## src/rtl/iterative_shifter_if.sv

```systemverilog
// Request/response bundle for iterative_shifter: operand request in, shifted result out,
// plus status (busy, op_count) and an FSM state debug tap.
interface iterative_shifter_if #(
  parameter int XLEN  = 32,
  parameter int CNT_W = 16
);
  localparam int SH_W = $clog2(XLEN);

  logic             in_valid;
  logic             in_ready;
  logic [2:0]       op;
  logic [XLEN-1:0]  operand;
  logic [SH_W-1:0]  shamt;
  logic             flush;
  logic             out_valid;
  logic             out_ready;
  logic [XLEN-1:0]  result;
  logic             illegal;
  logic             busy;
  logic [CNT_W-1:0] op_count;
  logic [1:0]       dbg_state;

  modport master (
    output in_valid, op, operand, shamt, flush, out_ready,
    input  in_ready, out_valid, result, illegal, busy, op_count, dbg_state
  );

  modport slave (
    input  in_valid, op, operand, shamt, flush, out_ready,
    output in_ready, out_valid, result, illegal, busy, op_count, dbg_state
  );
endinterface

```

## src/rtl/iterative_shifter.sv

```systemverilog
// Multi-cycle shift/rotate unit: shifts up to STEP bit positions per BUSY cycle,
// returns the result through a valid/ready handshake and counts completed operations.
module iterative_shifter #(
  parameter int XLEN  = 32,
  parameter int STEP  = 4,
  parameter int CNT_W = 16
) (
  input logic                clk,
  input logic                rst_n,
  iterative_shifter_if.slave bus
);
  localparam int SH_W = $clog2(XLEN);
  localparam logic [SH_W:0] STEP_K = (SH_W+1)'(STEP);
  localparam logic [SH_W:0] XLEN_K = (SH_W+1)'(XLEN);

  localparam logic [1:0] IDLE = 2'd0;
  localparam logic [1:0] BUSY = 2'd1;
  localparam logic [1:0] DONE = 2'd2;

  localparam logic [2:0] OP_SLL = 3'b000;
  localparam logic [2:0] OP_SRL = 3'b001;
  localparam logic [2:0] OP_SRA = 3'b010;
  localparam logic [2:0] OP_ROL = 3'b011;
  localparam logic [2:0] OP_ROR = 3'b100;

  logic [1:0]       state;
  logic [2:0]       op_q;
  logic [XLEN-1:0]  work;
  logic [XLEN-1:0]  work_nxt;
  logic [SH_W-1:0]  remaining;
  logic [SH_W-1:0]  rem_nxt;
  logic [SH_W:0]    k;
  logic [SH_W:0]    rem_diff;
  logic             illegal_q;
  logic             op_illegal;
  logic [CNT_W-1:0] op_count_q;

  assign op_illegal = (bus.op > OP_ROR);

  // One step of the datapath: k = min(remaining, STEP). SRA keeps the work MSB,
  // which is always the latched operand MSB, so it fills correctly across steps.
  always_comb begin
    k        = ({1'b0, remaining} < STEP_K) ? {1'b0, remaining} : STEP_K;
    rem_diff = {1'b0, remaining} - k;
    rem_nxt  = rem_diff[SH_W-1:0];
    work_nxt = work;
    case (op_q)
      OP_SLL:  work_nxt = work << k;
      OP_SRL:  work_nxt = work >> k;
      OP_SRA:  work_nxt = $signed(work) >>> k;
      OP_ROL:  work_nxt = (work << k) | (work >> (XLEN_K - k));
      OP_ROR:  work_nxt = (work >> k) | (work << (XLEN_K - k));
      default: work_nxt = work;
    endcase
  end

  // Handshakes: a transfer happens on a rising edge where valid and ready are both high.
  // in_ready is high only in IDLE; out_valid only in DONE, holding result until out_ready.
  // Requests with no work (shamt 0 or illegal op) still spend one BUSY cycle with k=0,
  // so the result latency is uniformly max(1, ceil(shamt/STEP)).
  always_ff @(posedge clk or negedge rst_n) begin
    if (!rst_n) begin
      state      <= IDLE;
      op_q       <= OP_SLL;
      work       <= '0;
      remaining  <= '0;
      illegal_q  <= 1'b0;
      op_count_q <= '0;
    end else begin
      case (state)
        IDLE: begin
          if (bus.in_valid) begin
            op_q      <= bus.op;
            work      <= bus.operand;
            remaining <= op_illegal ? '0 : bus.shamt;
            illegal_q <= op_illegal;
            state     <= BUSY;
          end
        end
        BUSY: begin
          if (bus.flush) begin
            state <= IDLE;
          end else begin
            work      <= work_nxt;
            remaining <= rem_nxt;
            if (rem_nxt == '0) state <= DONE;
          end
        end
        DONE: begin
          if (bus.flush) begin
            state <= IDLE;
          end else if (bus.out_ready) begin
            state <= IDLE;
            if (op_count_q != '1) op_count_q <= op_count_q + CNT_W'(1);
          end
        end
        default: state <= IDLE;
      endcase
    end
  end

  assign bus.in_ready  = (state == IDLE);
  assign bus.out_valid = (state == DONE);
  assign bus.result    = work;
  assign bus.illegal   = illegal_q;
  assign bus.busy      = (state != IDLE);
  assign bus.op_count  = op_count_q;
  assign bus.dbg_state = state;
endmodule
```

## src/flat_wrapper.sv

```systemverilog
// flat-port wrapper written by rule: the top's interface ports become plain ports
module iterative_shifter_flat 
#(
  parameter int XLEN  = 32,
  parameter int STEP  = 4,
  parameter int CNT_W = 16
)
  (clk, rst_n, bus_in_valid, bus_op, bus_operand, bus_shamt, bus_flush, bus_out_ready, bus_in_ready, bus_out_valid, bus_result, bus_illegal, bus_busy, bus_op_count, bus_dbg_state);
  iterative_shifter_if #(.XLEN(XLEN), .CNT_W(CNT_W)) bus_i ();
  input logic clk;
  input logic rst_n;
  input wire logic [$bits(bus_i.in_valid)-1:0] bus_in_valid;
  input wire logic [$bits(bus_i.op)-1:0] bus_op;
  input wire logic [$bits(bus_i.operand)-1:0] bus_operand;
  input wire logic [$bits(bus_i.shamt)-1:0] bus_shamt;
  input wire logic [$bits(bus_i.flush)-1:0] bus_flush;
  input wire logic [$bits(bus_i.out_ready)-1:0] bus_out_ready;
  output wire logic [$bits(bus_i.in_ready)-1:0] bus_in_ready;
  output wire logic [$bits(bus_i.out_valid)-1:0] bus_out_valid;
  output wire logic [$bits(bus_i.result)-1:0] bus_result;
  output wire logic [$bits(bus_i.illegal)-1:0] bus_illegal;
  output wire logic [$bits(bus_i.busy)-1:0] bus_busy;
  output wire logic [$bits(bus_i.op_count)-1:0] bus_op_count;
  output wire logic [$bits(bus_i.dbg_state)-1:0] bus_dbg_state;
  assign bus_i.in_valid = bus_in_valid;
  assign bus_i.op = bus_op;
  assign bus_i.operand = bus_operand;
  assign bus_i.shamt = bus_shamt;
  assign bus_i.flush = bus_flush;
  assign bus_i.out_ready = bus_out_ready;
  assign bus_in_ready = bus_i.in_ready;
  assign bus_out_valid = bus_i.out_valid;
  assign bus_result = bus_i.result;
  assign bus_illegal = bus_i.illegal;
  assign bus_busy = bus_i.busy;
  assign bus_op_count = bus_i.op_count;
  assign bus_dbg_state = bus_i.dbg_state;
  iterative_shifter #(.XLEN(XLEN), .STEP(STEP), .CNT_W(CNT_W)) u_core (.clk(clk), .rst_n(rst_n), .bus(bus_i));
endmodule
```

## config.mk

```make
export PLATFORM = sky130hd
export DESIGN_NAME = iterative_shifter_flat
export DESIGN_NICKNAME = d
export VERILOG_FILES = /design/src/rtl/iterative_shifter_if.sv /design/src/rtl/iterative_shifter.sv /design/src/flat_wrapper.sv
export SDC_FILE = /design/constraint.sdc
export NUM_CORES = 1
export LEC_CHECK = 0
export BUFFER_PORTS_ARGS = -buffer_cell sky130_fd_sc_hd__buf_2
export CAP_MARGIN = 20
export CORE_UTILIZATION = 55
export CTS_CLUSTER_DIAMETER = 50
export DETAILED_ROUTE_END_ITERATION = 10
export PLACE_DENSITY = 0.77
export SETUP_SLACK_MARGIN = 0.15
export SLEW_MARGIN = 20
export SYNTH_ARGS = -nofsm -noshare
export SYNTH_HDL_FRONTEND = slang
export SYNTH_SLANG_ARGS = --single-unit
```

## constraint.sdc

```tcl
create_clock -name clk -period 5.25 [get_ports clk]
set_input_delay 0.525 -clock clk [delete_from_list [all_inputs] [get_ports clk]]
set_output_delay 0.525 -clock clk [all_outputs]
set_load 0.05 [all_outputs]
```

* Yosys cells after proc, flatten, opt, wreduce, memory -nomap -nowiden
Index checks and enable logic that the tools add are counted.
Operators by class: $add $sub $neg 3, multiply operators 0, div/mod/pow operators 0, order comparisons 2, equality and inequality tests 12, shifts and indexed selects 5, multiplexer cells 15, bitwise gates (word level) 3, reduce and logical (&&, ||, !) cells 10
Operators with widths (number):
- $pmux 32 s5 | 1
- $mux 32 | 2
- $or 32x32->32 | 2
- $pmux 32 s2 | 1
- $shl 32x6->32 | 2
- $shr 32x6->32 | 2
- $sshr 32x6->32 | 1
- $mux 5 | 4
- $add 16x1->16 const B | 1
- $ne 16x16->1 const B | 1
- $mux 2 | 5
- $pmux 5 s2 | 1
- $reduce_and 4->1 | 2
- $eq 3x2->1 const B | 2
- $ne 6x6->1 const B | 1
- $pmux 2 s3 | 1
- $reduce_and 3->1 | 2
- $sub 6x6->6 const A | 1
- $logic_not 5->1 | 1
- $lt 5x3->1 const B | 1
- $sub 5x5->5 | 1
- $ne 2x2->1 const B | 2
- $reduce_bool 2->1 | 2
- $eq 3x1->1 const B | 1
- other kinds (10) | 10
Storage, ports and cells: bits in registers 59, bits in latches 0, memory bits (writable) 0, memory bits (read-only) 0, input port bits 45, logic and storage cells 56, memories kept 0

* Longest topological paths before layout
Gate-level depths: netlist (run 1).
word-level depth 8, gate-level depth with buffers 14, mapped depth without buffers 9

* Least setup slack after synthesis (run 1)
No wires, ideal clock.
kind register -> register, start register u_core.remaining[3], end register u_core.work[16] (netlist: u_core.bus.result[16]), arrival time 3.341 ns, required time 5.160 ns, slack 1.819 ns, stages on the path, launching flop included 12, buffers on the path 3, cell sequence dfrtp_1 > clkbuf_1 > nor3_2 > clkbuf_1 > nand2_1 > ha_1 > buf_2 > xnor2_2 > mux4_2 > o22a_1 > or3_1 > o221ai_1
On the way: cells in the longest elaborated chain, start to end 8, elaborated cells between the ends (all ways) 13
RTL lines:
- from (decl) | RTL line iterative_shifter.sv:30 | logic [SH_W-1:0] remaining;
- from (signal assigned) | RTL line iterative_shifter.sv:75 | remaining <= op_illegal ? '0 : bus.shamt;
- from (signal assigned) | RTL line iterative_shifter.sv:85 | remaining <= rem_nxt;
- $lt 5x3->1 | RTL line iterative_shifter.sv:43 | k = ({1'b0, remaining} < STEP_K) ? {1'b0, remaining} : STEP_K;
- $mux 5 * | RTL line iterative_shifter.sv:43
- $sub 6x6->6 | RTL line iterative_shifter.sv:51, iterative_shifter.sv:52
- $shl 32x6->32 or $shr 32x6->32 (tied branches) | RTL line iterative_shifter.sv:52, iterative_shifter.sv:51
- $or 32x32->32, on equally long branches | RTL line iterative_shifter.sv:52, iterative_shifter.sv:51
- $pmux 32 s5 * | RTL line iterative_shifter.sv:47 | case (op_q)
- $mux 32 * | RTL line iterative_shifter.sv:81 | if (bus.flush) begin
- $pmux 32 s2 * | RTL line iterative_shifter.sv:70 | case (state)
- to (signal assigned) | RTL line iterative_shifter.sv:74 | work <= bus.operand;
- to (signal assigned) | RTL line iterative_shifter.sv:84 | work <= work_nxt;
- to (decl) | RTL line iterative_shifter.sv:28 | logic [XLEN-1:0] work;
Mark *: on every way between the ends. The rest lies on a longest branch, timed or not. The select of a mux whose other input is x is not followed. A chain may end at the register's enable or synchronous reset.

* Worst setup path after layout (run 1)
start register u_core.remaining[2], end register u_core.work[6] (netlist: u_core.bus.result[6])
Same word-level chain as after synthesis.

==> results of run 1 <==
==> state kept, by name (all words and copies together), names as in the netlist <==
name / count
u_core.bus.dbg_state: 2
u_core.bus.illegal: 1
u_core.bus.op_count: 16
u_core.bus.result: 32
u_core.op_q: 3
u_core.remaining: 5
==> critical path: stages, from the launching register on <==
cell and delay [ps]:
dfrtp_1 730, nor3_4 60, nand2_1 430, ha_1 720, or4b_1 660, nor2_1 690
nand2_1 120, o221ai_1 220, a21oi_1 110, o311ai_0 310
==> area by class of cell <==
| class | instances | area, um^2 |
|---|---|---|
| Multi-Input combinational cell | 735 | 4980 |
| Timing Repair Buffer | 120 | 656 |
| Inverter | 12 | 45.0 |
| Clock inverter | 6 | 67.6 |
| Clock buffer | 9 | 225 |
| Sequential cell | 59 | 1480 |
| Tap cell | 168 | 210 |
| Fill cell | 1145 | 4450 |
==> per-stage QoR <==
step	utilization (%)	hold slack (ps)
finish	63.3	352
global route	63.3	389
CTS	63.3	382
floorplan	-	229
detailed placement	60.9	476
global placement	60.9	465
==> cells in the final DEF (no fill, tap or decap), drive strengths merged, types with 6 or more instances in the layout <==
| cell type | count |
|---|---|
| xnor2 | 12 |
| and2 | 7 |
| a311oi | 11 |
| clkbuf | 9 |
| nand4 | 8 |
| buf | 120 |
| or3 | 12 |
| dfrtp | 59 |
| o21ai | 64 |
| o221ai | 7 |
| mux4 | 20 |
| mux2i | 86 |
| nor4 | 6 |
| nor2b | 7 |
| nor3 | 18 |
| a31oi | 19 |
| nand3 | 28 |
| a21o | 6 |
| xor2 | 7 |
| inv | 11 |
| nand2 | 160 |
| a211oi | 12 |
| mux2 | 14 |
| a21oi | 56 |
| nor2 | 64 |
| o211ai | 14 |
| and3 | 6 |
==> path summary, 6_finish.rpt <==
path / startpoint / endpoint / slack, ps / depth (start not counted)
min in group clk: bus_flush / u_core.bus.dbg_state[1]$_DFFE_PN0P_ / 390 / 2
max in group asynchronous: rst_n / u_core.bus.result[2]$_DFFE_PN0P_ / 4360 / 2
setup / recovery: u_core.remaining[2]$_DFFE_PN0P_ / u_core.bus.result[6]$_DFFE_PN0P_ / 1090 / 9
hold / removal: rst_n / u_core.bus.op_count[0]$_DFFE_PN0P_ / 350 / 2
hold reg to reg: u_core.bus.op_count[10]$_DFFE_PN0P_ / u_core.bus.op_count[10]$_DFFE_PN0P_ / 480 / 1
setup reg to reg: u_core.remaining[2]$_DFFE_PN0P_ / u_core.bus.result[6]$_DFFE_PN0P_ / 1090 / 9
==> layer usage <==
layer  track usage (%)  vias up  routed length [um]
met3              11.7      136                3560
met5                 0        -                   0
met1              60.8     3716               11000
li1                  -     3410                   -
met2              61.7      680               11700
met4              24.2        0                1470
==> cells by family (layout without fill, tap and decap cells) <==
logic type | after synthesis | count (layout)
AND/OR/NAND/NOR | 339 | 339
AO/OA/AOI/OAI | 253 | 253
multiplexers | 120 | 120
buffers and inverters | 110 | 147
flip-flops | 59 | 59
XOR/XNOR | 19 | 19
adder cells (fa/ha/maj) | 3 | 3
other | 1 | 1
==> results.tsv, run 1 <==
metric	value	unit
First DRT Iteration DRCs	1270	
largest cells by area after synthesis	dfrtp_1 21%, mux2i_1 12%, nand2_1 8.7%	
Die Span X	114	um
Congestion Overflow GR	0	
initial antenna violation count	0	
setup repair bufs after CTS	0	
gpl congestion	1.06	
Yosys top cell by area	dfrtp_1	
warnings from Yosys	0	
max-cap violations	0	
Core Footprint	12100	um^2
layout cell share with drive strength beyond 1	20.3	%
Root Driver	clkbuf_16	
chip height	114	um
Worst Tran Pin Value	997	ps
Worst-path clk slew	60	ps
clock tree buffer depth	2	
final worst slack	1090	ps
Clock Sinks	59	
H-tree levels	3	
largest net degree at the start of global routing	60	
antenna cells	0	
Worst EP arrival	4400	ps
WL final	27700	um
post-synthesis adder-cell area fraction	0.545	%
Clock Skew	12.7	ps
CP Max Fanout	17	
Crit Path Category	reg -> reg	
FP Rows	40	
nets	985	
Yosys reg bits	59	
Fin Setup TNS	0	ps
wire length per cell	25.0	um
RSZ-0062 raised after global routing	false	
placed cell areas	7370	um^2
Starting Density	56.9	%
ys async rst share	100	%
antenna-violating nets left	0	
top cells by count, synth	160 x nand2_1, 85 x mux2i_1, 73 x clkbuf_1	
post-synthesis compound-gate area fraction	24.5	%
fin crit period	4160	ps
total CTS buffers	9	
Max Slew Vio Count	0	
DR pass1 iterations	6	
vias in the first global route	7205	
Avg Vias per Cell	7.16	
Skew-Pair Late Insertion Delay	360	ps
post-cts resize count	0	
EDFF count, synth	0	
post-synthesis sequential area ratio	21.4	%
post-place setup slack	1250	ps
Worst Setup Start Kind	flop	
hold buffers post-CTS	0	
CTS tree	yes	
Post-Syn Area	6890	um^2
synth-to-layout area growth	11.3	%
relative slew slack	33.3	%
Mapped Avg Cell Area	7.62	um^2
via total after detailed routing	7942	
HPWL Detailed	18300	um
ys flop type	dfrtp_1	
Final Hold Viols	0	
most frequent cell after synthesis	nand2_1	
status	finished clean	
Tcrit/Tclk final	79.3	%
Unique masters post-synth	83	
GRT Overall Usage	43.9	%
class of the worst hold path	in -> async	
highest clock rate	0.240	GHz
mux contribution to synthesized area	21.5	%
Post-Layout Cell Count	1109	
required time of the critical path	5480	ps
CP Capture Type	flop	
final setup fails	0	
global-route wire length before repair	42600	um
area share of the largest cell type after synthesis	21.4	%
cell count after synthesis	904	
Design Area, Final	7660	um^2
placed cell count	1094	
Syn Nets	952	
count of input and output buffers	98	
Boundary Pins	99	
largest family of logic cells by synthesized area	compound AO/OA/AOI/OAI gates	
Post-Synth XOR/XNOR Area	2.52	%
Die ar.	13000	um^2
DR DRC count	0	
Simple-Gate Fraction of Synth Area	22.8	%
Power of run 1 is left out: the tool's default activity adds up to more than one toggle a clock period on the data nets, which glitch-free logic cannot reach.
==> run 2: changes to the inputs <==
==> constraint.sdc (replaced) <==
create_clock -name clk -period 4.1 [get_ports clk]
set_input_delay 0.41 -clock clk [delete_from_list [all_inputs] [get_ports clk]]
set_output_delay 0.41 -clock clk [all_outputs]
set_load 0.05 [all_outputs]
==> run 2 against run 1 <==
Against the previous run: maximum frequency rose by 21%; register-to-register slack lost 430 ps; hold slack got worse by 270 ps; first-iteration DRC count is 7.4% higher; global-route usage up 1.3 points; worst setup slack worse by 430 ps; flip-flop and latch count did not move; final area rose by 1.2%.
==> results.tsv, run 2 (synthesized netlist as in run 1, its figures left out) <==
metric	value	unit
Congestion Overflow GR	0	
final setup fails	0	
Critical Path End	u_core.bus.result[4]$_DFFE_PN0P_	
most common cell after layout, fill and taps aside	nand2_1	
Cell Chain, Critical Path	nor4b_4 > buf_4 > mux2i_1 > mux2i_1 > a21oi_1 > o2111ai_1 > a221o_1	
Starting Density	56.9	%
setup repair bufs after CTS	0	
Root Driver	clkbuf_16	
wire length per cell	25.6	um
Fin Setup TNS	0	ps
Crit Path Category	reg -> reg	
max-cap violations	0	
Worst Tran Pin Value	944	ps
WL final	28700	um
Boundary Pins	99	
Clock Sinks	59	
relative slew slack	36.8	%
count of input and output buffers	98	
highest clock rate	0.290	GHz
Worst-path clk slew	60	ps
synth-to-layout area growth	12.6	%
total CTS buffers	9	
clock tree buffer depth	2	
CTS tree	yes	
initial antenna violation count	1	
chip height	114	um
fin crit period	3450	ps
Max Slew Vio Count	0	
HPWL Detailed	19200	um
Critical-path top delay cell	mux2i_1	
Avg Vias per Cell	7.17	
First DRT Iteration DRCs	1364	
most used cell, CP	mux2i_1	
Die Span X	114	um
DR DRC count	0	
RSZ-0062 raised after global routing	false	
antenna cells	0	
global-route wire length before repair	43800	um
reg-to-reg startpoint	u_core.remaining[2]$_DFFE_PN0P_	
via total after detailed routing	8035	
Die ar.	13000	um^2
vias in the first global route	7230	
Worst EP arrival	3680	ps
DR pass1 iterations	6	
GRT Overall Usage	45.1	%
largest net degree at the start of global routing	53	
Core Footprint	12100	um^2
hold buffers post-CTS	0	
Skew-Pair Late Insertion Delay	360	ps
nets	996	
FP Rows	40	
most frequent cells in the layout	160 x nand2_1, 98 x buf_2, 85 x mux2i_1, 64 x nor2_1, 61 x o21ai_0	
antenna-violating nets left	0	
Final Hold Viols	0	
CP Capture Type	flop	
Fin Hold WS	81.1	ps
r2r setup slk	650	ps
CP startpoint	u_core.remaining[2]$_DFFE_PN0P_	
class of the worst hold path	in -> async	
gpl congestion	1.00	
layout cell share with drive strength beyond 1	21.3	%
FF-to-FF path depth	7	
CP Max Fanout	49	
max reg flops	32	
Clock Skew	11.9	ps
status	finished clean	
R2R Path End	u_core.bus.result[4]$_DFFE_PN0P_	
Worst Setup Start Kind	flop	
H-tree levels	3	
CP max stage delay	760	ps
Tcrit/Tclk final	84.1	%
required time of the critical path	4330	ps
post-cts resize count	0	
[run 2: through the flow]
stage / cells / cell area [um^2] / setup WS [ps] / utilization (%)
after global placement: 1105 / 7450 / 849 / 61.5
after CTS: 1121 / 7760 / 781 / 64.0
after detailed placement: 1105 / 7450 / 817 / 61.5
final: 1121 / 7760 / 653 / 64.0
after floorplan: 904 / 6890 / 669 / -
after global routing: 1121 / 7760 / 536 / 64.0
[run 2: metal layers]
layer  track usage, %  wire, um  vias to the layer above
li1                 -         -                     3425
met4             22.9      1530                        2
met3             12.9      3840                      137
met2             65.0     12100                      674
met1             61.5     11200                     3797
met5                0        38                        -
[run 2: critical path: cells and delay by family, from the launching register on]
family | cells | cell delay, ps
flops | 1 | 590
buf+inv | 1 | 650
simple gates | 1 | 340
compound gates | 3 | 680
mux | 2 | 1030
[run 2: worst min-delay path by stage]
stage / startpoint / slack, ps / end / depth (start not counted)
2_1_floorplan: rst_n / 110 / u_core.bus.dbg_state[0]$_DFFE_PN0P_ / 0
3_3_place_gp: rst_n / 450 / u_core.bus.op_count[1]$_DFFE_PN0P_ / 1
3_5_place_dp: rst_n / 460 / u_core.bus.op_count[1]$_DFFE_PN0P_ / 1
4_1_cts: rst_n / 90 / u_core.bus.result[22]$_DFFE_PN0P_ / 1
5_1_grt: rst_n / 120 / u_core.bus.result[22]$_DFFE_PN0P_ / 1
6_report: rst_n / 80 / u_core.bus.op_count[1]$_DFFE_PN0P_ / 1
[run 2: final cells by class]
class	count	area (um^2)
clock buffers	9	225
clock inverters	7	77.6
repair buffers	131	738
multi-input cells	735	4980
well taps	168	210
fillers	1119	4350
inverters	12	45.0
flip-flops and latches	59	1480
Power of run 2 is left out for the same reason.
==> run 3: changes to the inputs <==
--- a/config.mk
+++ b/config.mk
@@ -5,12 +5,13 @@
 export SDC_FILE = /design/constraint.sdc
 export NUM_CORES = 1
 export LEC_CHECK = 0
+export ABC_AREA = 1
 export BUFFER_PORTS_ARGS = -buffer_cell sky130_fd_sc_hd__buf_2
 export CAP_MARGIN = 20
-export CORE_UTILIZATION = 55
+export CORE_UTILIZATION = 53
 export CTS_CLUSTER_DIAMETER = 50
 export DETAILED_ROUTE_END_ITERATION = 10
-export PLACE_DENSITY = 0.77
+export PLACE_DENSITY = 0.78
 export SETUP_SLACK_MARGIN = 0.15
 export SLEW_MARGIN = 20
 export SYNTH_ARGS = -nofsm -noshare
==> constraint.sdc (replaced) <==
create_clock -name clk -period 2.8 [get_ports clk]
set_input_delay 0.28 -clock clk [delete_from_list [all_inputs] [get_ports clk]]
set_output_delay 0.28 -clock clk [all_outputs]
set_load 0.05 [all_outputs]
==> run 3 against run 2 <==
Against the previous run: the run now ends with DRC left; synthesized cell count rose by 26%; sequential share of layout area rose by 0.87 points; via count rose by 5.0%; critical path depth rose by 9; flip-flop and latch count did not move.
==> results.tsv, run 3 <==
metric	value	unit
Layout fillers	1168	
Pwr Density	1540	nW/um^2
DR DRC count	5	
largest cells by area after synthesis	nand2_1 26%, dfrtp_1 23%, nor2_1 6.3%	
ys flop type	dfrtp_1	
initial antenna violation count	0	
WL final	26100	um
Max IR drop VDD	0.951	mV
Cell Chain, Critical Path	nor2_4 > nand2_2 > nor2_4 > inv_2 > ha_1 > inv_1 > nand2_2 > nand2_4 > buf_4 > nand2_1 > nor3_1 > nand3b_1 > nand2_1 > nand2_1 > nand2_1 > a21oi_1	
First DRT Iteration DRCs	1219	
CP Capture Type	flop	
Congestion Overflow GR	0	
count of input and output buffers	98	
max reg flops	32	
top cells by count, synth	453 x nand2_1, 108 x nor2_1, 89 x inv_1	
most frequent cell after synthesis	nand2_1	
post-synthesis adder-cell area fraction	0.584	%
multi-input logic area	4300	um^2
class of the worst hold path	in -> reg	
most common cell after layout, fill and taps aside	nand2_1	
DR pass1 iterations	9	
Simple-Gate Fraction of Synth Area	46.0	%
GRT Overall Usage	41.5	%
CP Max Fanout	10	
most frequent cells in the layout	453 x nand2_1, 107 x nor2_1, 98 x buf_2, 87 x inv_1, 79 x nand3_1	
relative slew slack	58.9	%
warnings from Yosys	0	
Mapped Avg Cell Area	5.67	um^2
CP max stage delay	440	ps
H-tree levels	3	
CTS tree	yes	
synth-to-layout area growth	15.5	%
fin crit period	2540	ps
EDFF count, synth	0	
antenna-violating nets left	0	
antenna cells	0	
Core Footprint	11600	um^2
largest net degree at the start of global routing	48	
FP Rows	39	
Final Hold Viols	0	
Clock Skew	5.85	ps
Worst EP arrival	2810	ps
Tcrit/Tclk final	90.7	%
final setup fails	0	
layout cell share with drive strength beyond 1	14.6	%
max-cap violations	0	
largest family of logic cells by synthesized area	simple AND/OR/NAND/NOR gates	
Buf/Inv on CP	3	
Die ar.	12600	um^2
mux contribution to synthesized area	0	%
Crit Path Category	reg -> reg	
Max Slew Vio Count	0	
required time of the critical path	3070	ps
Worst Tran Pin Value	614	ps
chip height	112	um
post-synthesis sequential area ratio	23.0	%
ys async rst share	100	%
Post-Syn Area	6430	um^2
RSZ-0062 raised after global routing	true	
area share of the largest cell type after synthesis	26.4	%
most used cell, CP	nand2_1	
Post-Synth XOR/XNOR Area	2.32	%
Critical-path top delay cell	dfrtp_2	
via total after detailed routing	8434	
Root Driver	clkbuf_16	
Skew-Pair Late Insertion Delay	350	ps
gpl congestion	1.01	
global-route wire length before repair	40600	um
highest clock rate	0.394	GHz
cell count after synthesis	1135	
violated checks	DRC	
HPWL Detailed	18900	um
Fin Hold WS	199	ps
total CTS buffers	9	
Syn Nets	1183	
Yosys top cell by area	nand2_1	
Starting Density	55.4	%
post-synthesis compound-gate area fraction	17.6	%
Die Span X	112	um
Fin Setup TNS	0	ps
nets	1262	
Avg Vias per Cell	6.19	
Yosys reg bits	59	
Worst Setup Start Kind	flop	
clock tree buffer depth	2	
Worst-path clk slew	60	ps
CP delay by family, top	simple AND/OR/NAND/NOR gates	
status	complete, but fails checks	
wire length per cell	19.2	um
Total Power	11.4	mW
Unique masters post-synth	46	
final core occ	63.9	%
Clock Sinks	59	
Boundary Pins	99	
Sequential Area	1480	um^2
Leak	3.85	nW
vias in the first global route	7661	
-- run 3: cell types whose count changed after synthesis, sizes merged, moves of 50 or more --
cell    delta
nand2    +298
inv       +88
mux2i     -86
nand3     +55
clkbuf    -53
nor2      +50
-- run 3: what timing repair did --
action | 4_1_cts | 5_1_grt
endpoints found under the hold margin | 15 | 0
endpoints found under the setup margin | 0 | 19
resized for setup | 0 | 7
hold buffers | 1 | 0
setup buffers | 0 | 2
-- run 3: path summary, 6_finish.rpt --
| path | slack, ps | depth (start not counted) | startpoint | to |
|---|---|---|---|---|
| setup / recovery | 260 | 16 | u_core.remaining[3]$_DFFE_PN0P_ | u_core.bus.result[7]$_DFFE_PN0P_ |
| hold / removal | 200 | 3 | bus_op[2] | u_core.op_q[2]$_DFFE_PN0P_ |
| setup reg to reg | 260 | 16 | u_core.remaining[3]$_DFFE_PN0P_ | u_core.bus.result[7]$_DFFE_PN0P_ |
| hold reg to reg | 490 | 2 | u_core.bus.illegal$_DFFE_PN0P_ | u_core.bus.illegal$_DFFE_PN0P_ |
| max in group asynchronous | 1450 | 3 | rst_n | u_core.remaining[3]$_DFFE_PN0P_ |
| min in group asynchronous | 390 | 2 | rst_n | u_core.bus.result[9]$_DFFE_PN0P_ |
-- run 3: area by class of cell --
type	count	share of cell area, %
clock buffer	10	3.22
timing repair buffer	127	10.3
inverter	100	5.09
clock inverter	6	1.18
multi-input combinational	917	57.9
tap	143	2.41
sequential	59	19.9
-- run 3: worst register-to-register path, stage by stage, from the launching register on --
cell and delay [ps]:
dfrtp_2 440, nor2_4 190, nand2_2 100, nor2_4 100, inv_2 40, ha_1 230, inv_1 80, nand2_2 90
nand2_4 160, buf_4 190, nand2_1 130, nor3_1 270, nand3b_1 140, nand2_1 50, nand2_1 80, nand2_1 50
a21oi_1 120
-- run 3: layer usage --
| metal | track usage (%) | vias to the layer above | share of wire (%) |
|---|---|---|---|
| met5 | 0 | - | 0 |
| met3 | 6.43 | 118 | 11 |
| met2 | 64.3 | 627 | 44 |
| met1 | 56.1 | 3808 | 40 |
| li1 | - | 3881 | - |
| met4 | 21.6 | 0 | 4.8 |
-- run 3: cell families after synthesis --
group | count (synthesis)
compound gates | 191
xor+xnor | 17
fa+ha+maj | 3
simple gates | 705
other cells | 1
flops | 59
buf+inv | 159
-- run 3: metrics by stage --
stage	instance area (um^2)	setup WS (ps)	instances
after global routing	7420	107	1362
after floorplan	6430	161	1135
after CTS	7370	314	1359
after global placement	7040	344	1342
after detailed placement	7040	330	1342
final	7420	261	1362
-- run 3: power breakdown --
| part | internal [mW] | leakage, nW | total, mW | switching (mW) |
|---|---|---|---|---|
| Combinational | 2.37 | 2.97 | 8.56 | 6.19 |
| Clock | 0.805 | 0.163 | 1.26 | 0.457 |
| Sequential | 1.19 | 0.718 | 1.61 | 0.424 |
(Power assumes the default switching activity.)
